==> src/rtl/rd53_cmd_scheduler.sv <==
// RD53A command-frame scheduler: picks one 16-bit frame per serializer slot from
// mandatory syncs, buffered triggers, multi-frame cfg commands, or NOOP fill.
module rd53_cmd_scheduler #(
    parameter int unsigned SYNC_PERIOD = 32,
    parameter int unsigned INIT_SYNCS  = 64,
    parameter int unsigned TRIG_DEPTH  = 4,
    parameter logic [15:0] SYNC_WORD   = 16'h817E,
    parameter logic [15:0] NOOP_WORD   = 16'h6969
) (
    input  logic        clk,
    input  logic        rst,
    input  logic        frame_strobe,
    input  logic        trig_valid,
    input  logic [15:0] trig_data,
    input  logic        cfg_valid,
    output logic        cfg_ready,
    input  logic [15:0] cfg_data,
    input  logic        cfg_last,
    output logic [15:0] frame_data,
    output logic        init_done,
    output logic        trig_drop,
    output logic        cfg_underrun
);
    localparam int unsigned AW        = $clog2(TRIG_DEPTH);
    localparam logic [AW:0] PTR_ONE   = (AW + 1)'(1);
    localparam logic [7:0]  INIT_LAST = 8'(INIT_SYNCS - 1);
    localparam logic [7:0]  SYNC_LAST = 8'(SYNC_PERIOD - 1);

    typedef enum logic {TOP_INIT, TOP_RUN} top_state_t;
    typedef enum logic {CFG_IDLE, CFG_BUSY} cfg_state_t;

    top_state_t  top_state, top_next;
    cfg_state_t  cfg_state, cfg_next;
    logic [7:0]  init_cnt, init_cnt_next;
    logic [7:0]  sync_cnt, sync_cnt_next;
    logic [15:0] frame_next;
    logic        underrun_next;
    logic        sync_due;

    logic [15:0] trig_mem [TRIG_DEPTH];
    logic [AW:0] wr_ptr, rd_ptr;
    logic        fifo_empty, fifo_full, trig_push, trig_pop;

    // Pointers carry one extra MSB so a full FIFO is distinguishable from an empty one.
    assign fifo_empty = (wr_ptr == rd_ptr);
    assign fifo_full  = (wr_ptr[AW] != rd_ptr[AW]) && (wr_ptr[AW-1:0] == rd_ptr[AW-1:0]);
    assign sync_due   = (sync_cnt == SYNC_LAST);
    assign trig_push  = trig_valid && (!fifo_full || trig_pop);
    assign init_done  = (top_state == TOP_RUN);

    always_comb begin
        top_next      = top_state;
        cfg_next      = cfg_state;
        init_cnt_next = init_cnt;
        sync_cnt_next = sync_cnt;
        frame_next    = frame_data;
        trig_pop      = 1'b0;
        cfg_ready     = 1'b0;
        underrun_next = 1'b0;
        if (frame_strobe) begin
            case (top_state)
                TOP_INIT: begin
                    frame_next    = SYNC_WORD;
                    init_cnt_next = init_cnt + 8'd1;
                    if (init_cnt == INIT_LAST) top_next = TOP_RUN;
                end
                TOP_RUN: begin
                    if (sync_due) begin
                        frame_next    = SYNC_WORD;
                        sync_cnt_next = '0;
                    end else begin
                        sync_cnt_next = sync_cnt + 8'd1;
                        if (!fifo_empty) begin
                            frame_next = trig_mem[rd_ptr[AW-1:0]];
                            trig_pop   = 1'b1;
                        end else if (cfg_valid) begin
                            frame_next = cfg_data;
                            cfg_ready  = 1'b1;
                            cfg_next   = cfg_last ? CFG_IDLE : CFG_BUSY;
                        end else begin
                            // Filling a gap inside an open cfg command is flagged upstream.
                            frame_next    = NOOP_WORD;
                            underrun_next = (cfg_state == CFG_BUSY);
                        end
                    end
                end
                default: ;
            endcase
        end
    end

    always_ff @(posedge clk or posedge rst) begin
        if (rst) begin
            top_state    <= TOP_INIT;
            cfg_state    <= CFG_IDLE;
            init_cnt     <= '0;
            sync_cnt     <= '0;
            frame_data   <= SYNC_WORD;
            trig_drop    <= 1'b0;
            cfg_underrun <= 1'b0;
            wr_ptr       <= '0;
            rd_ptr       <= '0;
        end else begin
            top_state    <= top_next;
            cfg_state    <= cfg_next;
            init_cnt     <= init_cnt_next;
            sync_cnt     <= sync_cnt_next;
            frame_data   <= frame_next;
            trig_drop    <= trig_valid && fifo_full && !trig_pop;
            cfg_underrun <= underrun_next;
            if (trig_push) wr_ptr <= wr_ptr + PTR_ONE;
            if (trig_pop)  rd_ptr <= rd_ptr + PTR_ONE;
        end
    end

    // NOTE: storage array has no reset; pointer reset alone makes stale contents unreachable.
    always_ff @(posedge clk) begin
        if (trig_push) trig_mem[wr_ptr[AW-1:0]] <= trig_data;
    end

endmodule

==> config.mk <==
export PLATFORM = sky130hd
export DESIGN_NAME = rd53_cmd_scheduler
export DESIGN_NICKNAME = d
export VERILOG_FILES = /design/src/rtl/rd53_cmd_scheduler.sv
export SDC_FILE = /design/constraint.sdc
export NUM_CORES = 1
export LEC_CHECK = 0
export CAP_MARGIN = 20
export CORE_ASPECT_RATIO = 2
export CORE_MARGIN = 2
export CORE_UTILIZATION = 54
export CTS_CLUSTER_SIZE = 14
export DETAILED_ROUTE_END_ITERATION = 6
export PLACE_DENSITY = 0.79
export SETUP_SLACK_MARGIN = 0.5
export SLEW_MARGIN = 15
export SYNTH_ARGS = -nofsm -noshare
export SYNTH_HDL_FRONTEND = slang
export SYNTH_SLANG_ARGS = --single-unit
==> constraint.sdc <==
create_clock -name clk -period 2.25 [get_ports clk]
set_input_delay 0.675 -clock clk [delete_from_list [all_inputs] [get_ports clk]]
set_output_delay 0.675 -clock clk [all_outputs]
set_load 0.01 [all_outputs]
==> results.json, run 1 <==
{
  "slew_viol_final": 0,
  "areaGrowthSynthToFinish_pct": 34.2,
  "violations": "setup timing",
  "async_reset_ff_frac": 0.396,
  "io_buffer_count": 57,
  "p_comb_frac": 0.323,
  "diodes": 0,
  "yosysMostFrequentCell": "edfxtp_1",
  "gp_congestion": 0.768,
  "ir_drop_mv": 0.824,
  "wl_per_cell_um": 20.7,
  "row_count": 46,
  "max_slew_margin": 0.648,
  "avgViaCountPerCell": 5.82,
  "clkPwrFrac": 0.240,
  "ff2ff_setup_slack_ns": 0.25,
  "rsz0062_at_grt": "true",
  "cts.htree.levels": 3,
  "fin_ws_ns": -0.0459,
  "syn_avg_cell_area_um2": 16.4,
  "worstSkewPairLatency_ns": 0.34,
  "root_buffer": "clkbuf_16",
  "cts.path.max_buffers": 2,
  "swShare": 0.293,
  "synth_area_um2": 4320,
  "dieHeight_um": 130,
  "pwr-share-seq": 0.437,
  "worstSetupPathType": "reg2out",
  "fin_nets": 421,
  "synth_common_cells": "64 x edfxtp_1, 34 x dfrtp_1, 16 x mux4_2, 14 x nand2_1, 12 x xnor2_1",
  "vias": 2776,
  "hold_ws_ns": 0.484,
  "holdBufCountCts": 0,
  "overflow": 0,
  "numCtsBuffers": 9,
  "yosysWarnings": 0,
  "drive_gt1_frac": 0.352,
  "cp_max_fo": 3,
  "arrival_ns": 1.62,
  "start_kind": "register",
  "grt_pass1_wl_um": 14200,
  "cts_tree": "built",
  "synth_seq_cells": 106,
  "finClkSkew_ns": 0.00666,
  "p_switching_w": 0.00179,
  "finalCriticalPeriod_ns": 2.30,
  "hold_viol": 0,
  "cp-end-kind": "output port",
  "finalSetupViolations": 1,
  "clk_pin_slew_worst_paths_ns": 0.07,
  "placed_cells": 436,
  "p_leak_nw": 2.31,
  "cts_sinks": 106,
  "timing.fmax_mhz": 436,
  "hold_path_class": "reg2reg",
  "synth_flop_cell": "edfxtp_1",
  "synth-edff-count": 64,
  "core_area_um2": 7830,
  "synth_top_cell_by_area": "edfxtp_1",
  "yosysTopAreaCellShare": 0.445,
  "syn_inst": 264,
  "start_util": 0.552,
  "wl_um": 9880,
  "final_antenna_net_count": 0,
  "intPower_w": 0.00434,
  "maxCapViolations": 0,
  "io_pins": 58,
  "grt_pass1_vias": 2786,
  "setup_tns_ns": -0.0459,
  "die_x_um": 67.3,
  "pwr_density_cell_nw_per_um2": 1060,
  "antenna_found_initial": 0,
  "drc": 0,
  "stdcell_count": 477,
  "fin_crit_sh": 1.02,
  "syn_nets": 309,
  "synthTopCellsByArea": "edfxtp_1 44%, dfrtp_1 20%, mux4_2 8.3%, dfstp_2 4.9%, xnor2_1 2.4%",
  "dp.final_hpwl_um": 5800,
  "grtUsageTotal": 0.227,
  "grt_max_degree": 43,
  "status": "finished with violations",
  "die_area_um2": 8780,
  "tightest_slew_ns": 0.528,
  "final_util": 0.741,
  "yosysUniqueCellTypes": 45,
  "yosysSeqAreaShare": 0.690,
  "drt_iter0_drc": 256,
  "first_pass_iters": 4,
  "cp_data_required_time_ns": 1.57
}
through the flow:
step                      worst slack, ns  area, um2  power, W
final                             -0.0459       5800   0.00613
after global routing              -0.0960       5800   0.00641
after CTS                          0.0257       5650   0.00593
after detailed placement           -0.567       5200   0.00423
after global placement             -0.560       5200   0.00416
after floorplan                     0.317       4340   0.00363
metal layers:
layer | vias to the layer above | global-route usage | part of all wire | routed length [um]
met5 | - | 0 | 0 | 0
met4 | 0 | 0.0828 | 0.025 | 248
met3 | 20 | 0.0462 | 0.055 | 543
met2 | 107 | 0.399 | 0.56 | 5500
met1 | 1411 | 0.271 | 0.36 | 3590
li1 | 1238 | - | - | -
layout make-up:
cell class / instances / area [um2]
Sequential cell: 106 / 2980
Fill cell: 477 / 2030
Multi-Input combinational cell: 141 / 1360
Timing Repair Buffer: 107 / 1000
Clock buffer: 11 / 243
Tap cell: 96 / 120
Clock inverter: 5 / 46.3
Inverter: 11 / 41.3
registers in the layout, summed over array words and instances (netlist names):
name and count:
trig_mem 64, cfg_state 1, cfg_underrun 1, wr_ptr 3, frame_data 16, sync_cnt 8, init_done 1, init_cnt 8
trig_drop 1, rd_ptr 3
kinds of logic (layout without fill, tap and decap cells):
group	count (synthesis)	in the layout	share of synthesized area
xor+xnor	19	19	0.0403
simple gates	63	66	0.0802
flops	106	106	0.690
mux	20	20	0.0935
compound gates	29	29	0.0518
buf+inv	20	134	0.0235
fa+ha+maj	7	7	0.0203
cells in the final DEF (no fill, tap or decap), types with 2 or more instances in the layout:
cell	n
and3_4	7
nor2_2	2
nand2_1	12
a31oi_1	5
buf_12	5
nand2_2	2
o21ai_0	2
clkdlybuf4s50_1	35
clkbuf_16	9
dlygate4sd2_1	10
nor3b_1	3
mux2_2	2
inv_1	9
ha_1	6
buf_6	11
or3_1	4
nand4_1	3
edfxtp_1	64
dfrtp_1	34
clkinv_4	3
nand3_1	6
nor2_1	8
and4_1	2
o221a_2	4
buf_4	34
o32ai_1	4
inv_2	2
and3_1	2
nor2b_1	4
xor2_1	6
xnor2_1	12
mux4_2	16
a221o_1	4
a21oi_1	4
dfstp_2	8
buf_2	9
critical path, cell delays in order, from the launching register on:
cell     delay [ns]
dfrtp_1        0.40
xnor2_1        0.32
and3_4         0.26
nand3_2        0.11
inv_2          0.09
buf_6          0.10
final timing paths:
kind	depth (start not counted)	end	from
worst max-delay path	5	cfg_ready	rd_ptr[2]
worst min-delay path	1	init_cnt[5]	init_cnt[5]
worst max register to register	9	trig_mem[3][6]	sync_cnt[1]
worst min register to register	1	init_cnt[5]	init_cnt[5]
max in group asynchronous	3	frame_data[6]	rst
min in group asynchronous	3	frame_data[9]	rst
timing repair:
action                                 CTS  global route
endpoints found under the hold margin    0             0
setup buffers                           12            10
resized for setup                       75            17
cloned                                   3             0
pin swaps                               13             9
setup endpoints to repair              112            77
power groups by stage:
stage                     sequential [W]  clock [W]  combinational, W
after floorplan                  0.00271          0          0.000923
after global placement           0.00268          0           0.00148
after detailed placement         0.00271          0           0.00152
after CTS                        0.00267    0.00150           0.00175
after global routing             0.00271    0.00159           0.00211
final                            0.00268    0.00147           0.00198
No activity file was read; power rests on OpenSTA's default activity.
==> inputs of run 2 (changes only) <==
- ABC_AREA: default -> 1
- CORE_UTILIZATION: 54 -> 55
==> results.json, run 2 <==
{
  "slew_viol_final": 0,
  "start_kind": "register",
  "die_x_um": 70.8,
  "p_leak_nw": 2.86,
  "grt_pass1_wl_um": 17900,
  "ff2ff_setup_slack_ns": 0.30,
  "first_pass_iters": 4,
  "ff_latch_area_um2": 2990,
  "hold_path_depth": 2,
  "yosysMostFrequentCell": "nand2_1",
  "pwr_density_cell_nw_per_um2": 1150,
  "fill_cells": 635,
  "pwr-share-seq": 0.394,
  "final_util": 0.728,
  "synth-edff-count": 64,
  "finalCriticalPeriod_ns": 2.16,
  "start_util": 0.568,
  "clk_pin_slew_worst_paths_ns": 0.07,
  "yosysWarnings": 0,
  "synth_flop_cell": "edfxtp_1",
  "setup_tns_ns": 0,
  "fin_area_um2": 6300,
  "multi_input_area_um2": 1710,
  "cp_data_required_time_ns": 1.57,
  "cts.htree.levels": 3,
  "cp-end-kind": "output port",
  "wl_per_cell_um": 15.3,
  "timing.fmax_mhz": 462,
  "placed_cell_area_um2": 5910,
  "final_cell_mix": "149 x nand2_1, 64 x edfxtp_1, 55 x nand3_1, 51 x inv_1",
  "root_buffer": "clkbuf_16",
  "placed_cells": 676,
  "r2r-end": "trig_mem[3][15]",
  "synth_common_cells": "153 x nand2_1, 64 x edfxtp_1, 57 x nand3_1, 52 x inv_1, 36 x nor2_1",
  "fin_crit_sh": 0.962,
  "cts_sinks": 106,
  "row_count": 48,
  "cts_tree": "built",
  "p_switching_w": 0.00271,
  "die_area_um2": 9740,
  "crit_chain": "ha_2 -> nand2_2 -> nor2_4 -> nand3_4 -> nand2_8 -> nor2_4 -> buf_6",
  "p_comb_frac": 0.398,
  "synth_top_cell_by_area": "edfxtp_1",
  "diodes": 0,
  "avgViaCountPerCell": 5.22,
  "cp_max_fo": 2,
  "final_antenna_net_count": 0,
  "yosysUniqueCellTypes": 33,
  "dp.final_hpwl_um": 7540,
  "maxCapViolations": 0,
  "holdBufCountCts": 0,
  "r2r_cells": 11,
  "hold_path_class": "reg2reg",
  "path_buf_inv": 1,
  "yosysSeqAreaShare": 0.608,
  "dieHeight_um": 138,
  "tightest_slew_ns": 0.553,
  "core_area_um2": 8650,
  "final_common_cell": "nand2_1",
  "synthTopCellsByArea": "edfxtp_1 39%, dfrtp_1 17%, nand2_1 12%, nand3_1 5.8%, dfstp_2 4.3%",
  "grt_max_degree": 43,
  "cts.path.max_buffers": 2,
  "overflow": 0,
  "drive_gt1_frac": 0.216,
  "ir_drop_mv": 0.859,
  "fin_ws_ns": 0.0856,
  "worstSkewPairLatency_ns": 0.35,
  "cp_slowest_cell": "dfrtp_1",
  "clkPwrFrac": 0.208,
  "yosysTopAreaCellShare": 0.391,
  "grtUsageTotal": 0.240,
  "reg2reg_from": "sync_cnt[1]",
  "arrival_ns": 1.49,
  "worstSetupPathType": "reg2out",
  "async_reset_ff_frac": 0.396,
  "antenna_found_initial": 0,
  "largest_reg_flops": 64,
  "min_to": "init_cnt[7]",
  "io_pins": 58,
  "syn_nets": 544,
  "drc": 0,
  "numCtsBuffers": 9,
  "areaGrowthSynthToFinish_pct": 28.3,
  "vias": 3660,
  "syn_inst": 499,
  "synth_area_um2": 4910,
  "critPathMaxStageDelay_ns": 0.39,
  "hold_viol": 0,
  "critPathTopFamily": "simple AND/OR/NAND/NOR gates",
  "timing.critical_path.mode_cell": "nor2_4",
  "min-delay-start": "init_cnt[7]",
  "gp_congestion": 0.883,
  "wl_um": 10700,
  "syn_avg_cell_area_um2": 9.84,
  "drt_iter0_drc": 215,
  "rsz0062_at_grt": "true",
  "fin_nets": 641,
  "finalSetupViolations": 0,
  "synth_seq_cells": 106,
  "swShare": 0.372,
  "finClkSkew_ns": 0.0104,
  "grt_pass1_vias": 3872,
  "io_buffer_count": 57,
  "stdcell_count": 701,
  "intPower_w": 0.00456,
  "max_slew_margin": 0.631,
  "dp_slack_ns": -0.543,
  "status": "completed"
}
==> run 2: power by group through the flow <==
| stage | clock network, W | logic [W] | registers, W |
|---|---|---|---|
| CTS | 0.00154 | 0.00286 | 0.00286 |
| detailed placement | 0 | 0.00287 | 0.00290 |
| global placement | 0 | 0.00278 | 0.00288 |
| global route | 0.00161 | 0.00323 | 0.00291 |
| finish | 0.00151 | 0.00289 | 0.00287 |
| floorplan | 0 | 0.00177 | 0.00291 |
==> run 2: worst max path at each step <==
stage                     endpoint          from  slack, ns  cells after the start
finish                   cfg_ready   sync_cnt[1]       0.09                      7
global placement         cfg_ready  frame_strobe      -0.53                      6
global route             cfg_ready     wr_ptr[0]       0.04                      8
detailed placement       cfg_ready  frame_strobe      -0.54                      6
CTS                      cfg_ready   sync_cnt[0]       0.09                      7
floorplan           trig_mem[3][0]  frame_strobe       0.43                      7
==> run 2: layer usage <==
metal,share of wire,global-route usage,vias to the layer above
met5,0,0,-
met4,0.041,0.132,0
met3,0.034,0.0373,31
met2,0.58,0.452,92
met1,0.34,0.248,1732
li1,-,-,1805
==> run 2: area by class of cell <==
cell class	instances	share of cell area
clock inverters	7	0.0105
inverters	58	0.0378
well taps	100	0.0199
clock buffers	9	0.0358
repair buffers	101	0.151
flip-flops and latches	106	0.474
multi-input cells	320	0.271
==> run 2: timing repair <==
| action | CTS | global route |
|---|---|---|
| endpoints found under the setup margin | 112 | 70 |
| gates cloned | 1 | 0 |
| resized for setup | 65 | 9 |
| pin swaps | 4 | 7 |
| setup buffers | 4 | 4 |
==> run 2: logic make-up after synthesis <==
kind of cell,count (synthesis),share of synthesized area
AO/OA/AOI/OAI,21,0.0247
AND/OR/NAND/NOR,282,0.265
adder cells (fa/ha/maj),7,0.0178
flip-flops,106,0.608
XOR/XNOR,10,0.0178
buffers and inverters,73,0.0670
==> run 2: stage by stage <==
step                power, W  hold WS (ns)
global placement     0.00566         0.452
floorplan            0.00469         0.441
detailed placement   0.00577         0.463
finish               0.00727         0.472
CTS                  0.00727         0.480
global route         0.00775         0.519
==> run 2: worst reg2reg max path, stage by stage (launching register included) <==
cell and delay (ns):
dfrtp_1 0.39, ha_2 0.20, nand2_2 0.10, nor2_4 0.05, nand3_4 0.08, nand2_8 0.06, buf_4 0.13, buf_12 0.12
nand2_8 0.06, nand2_8 0.08, nor2_4 0.22, buf_16 0.17
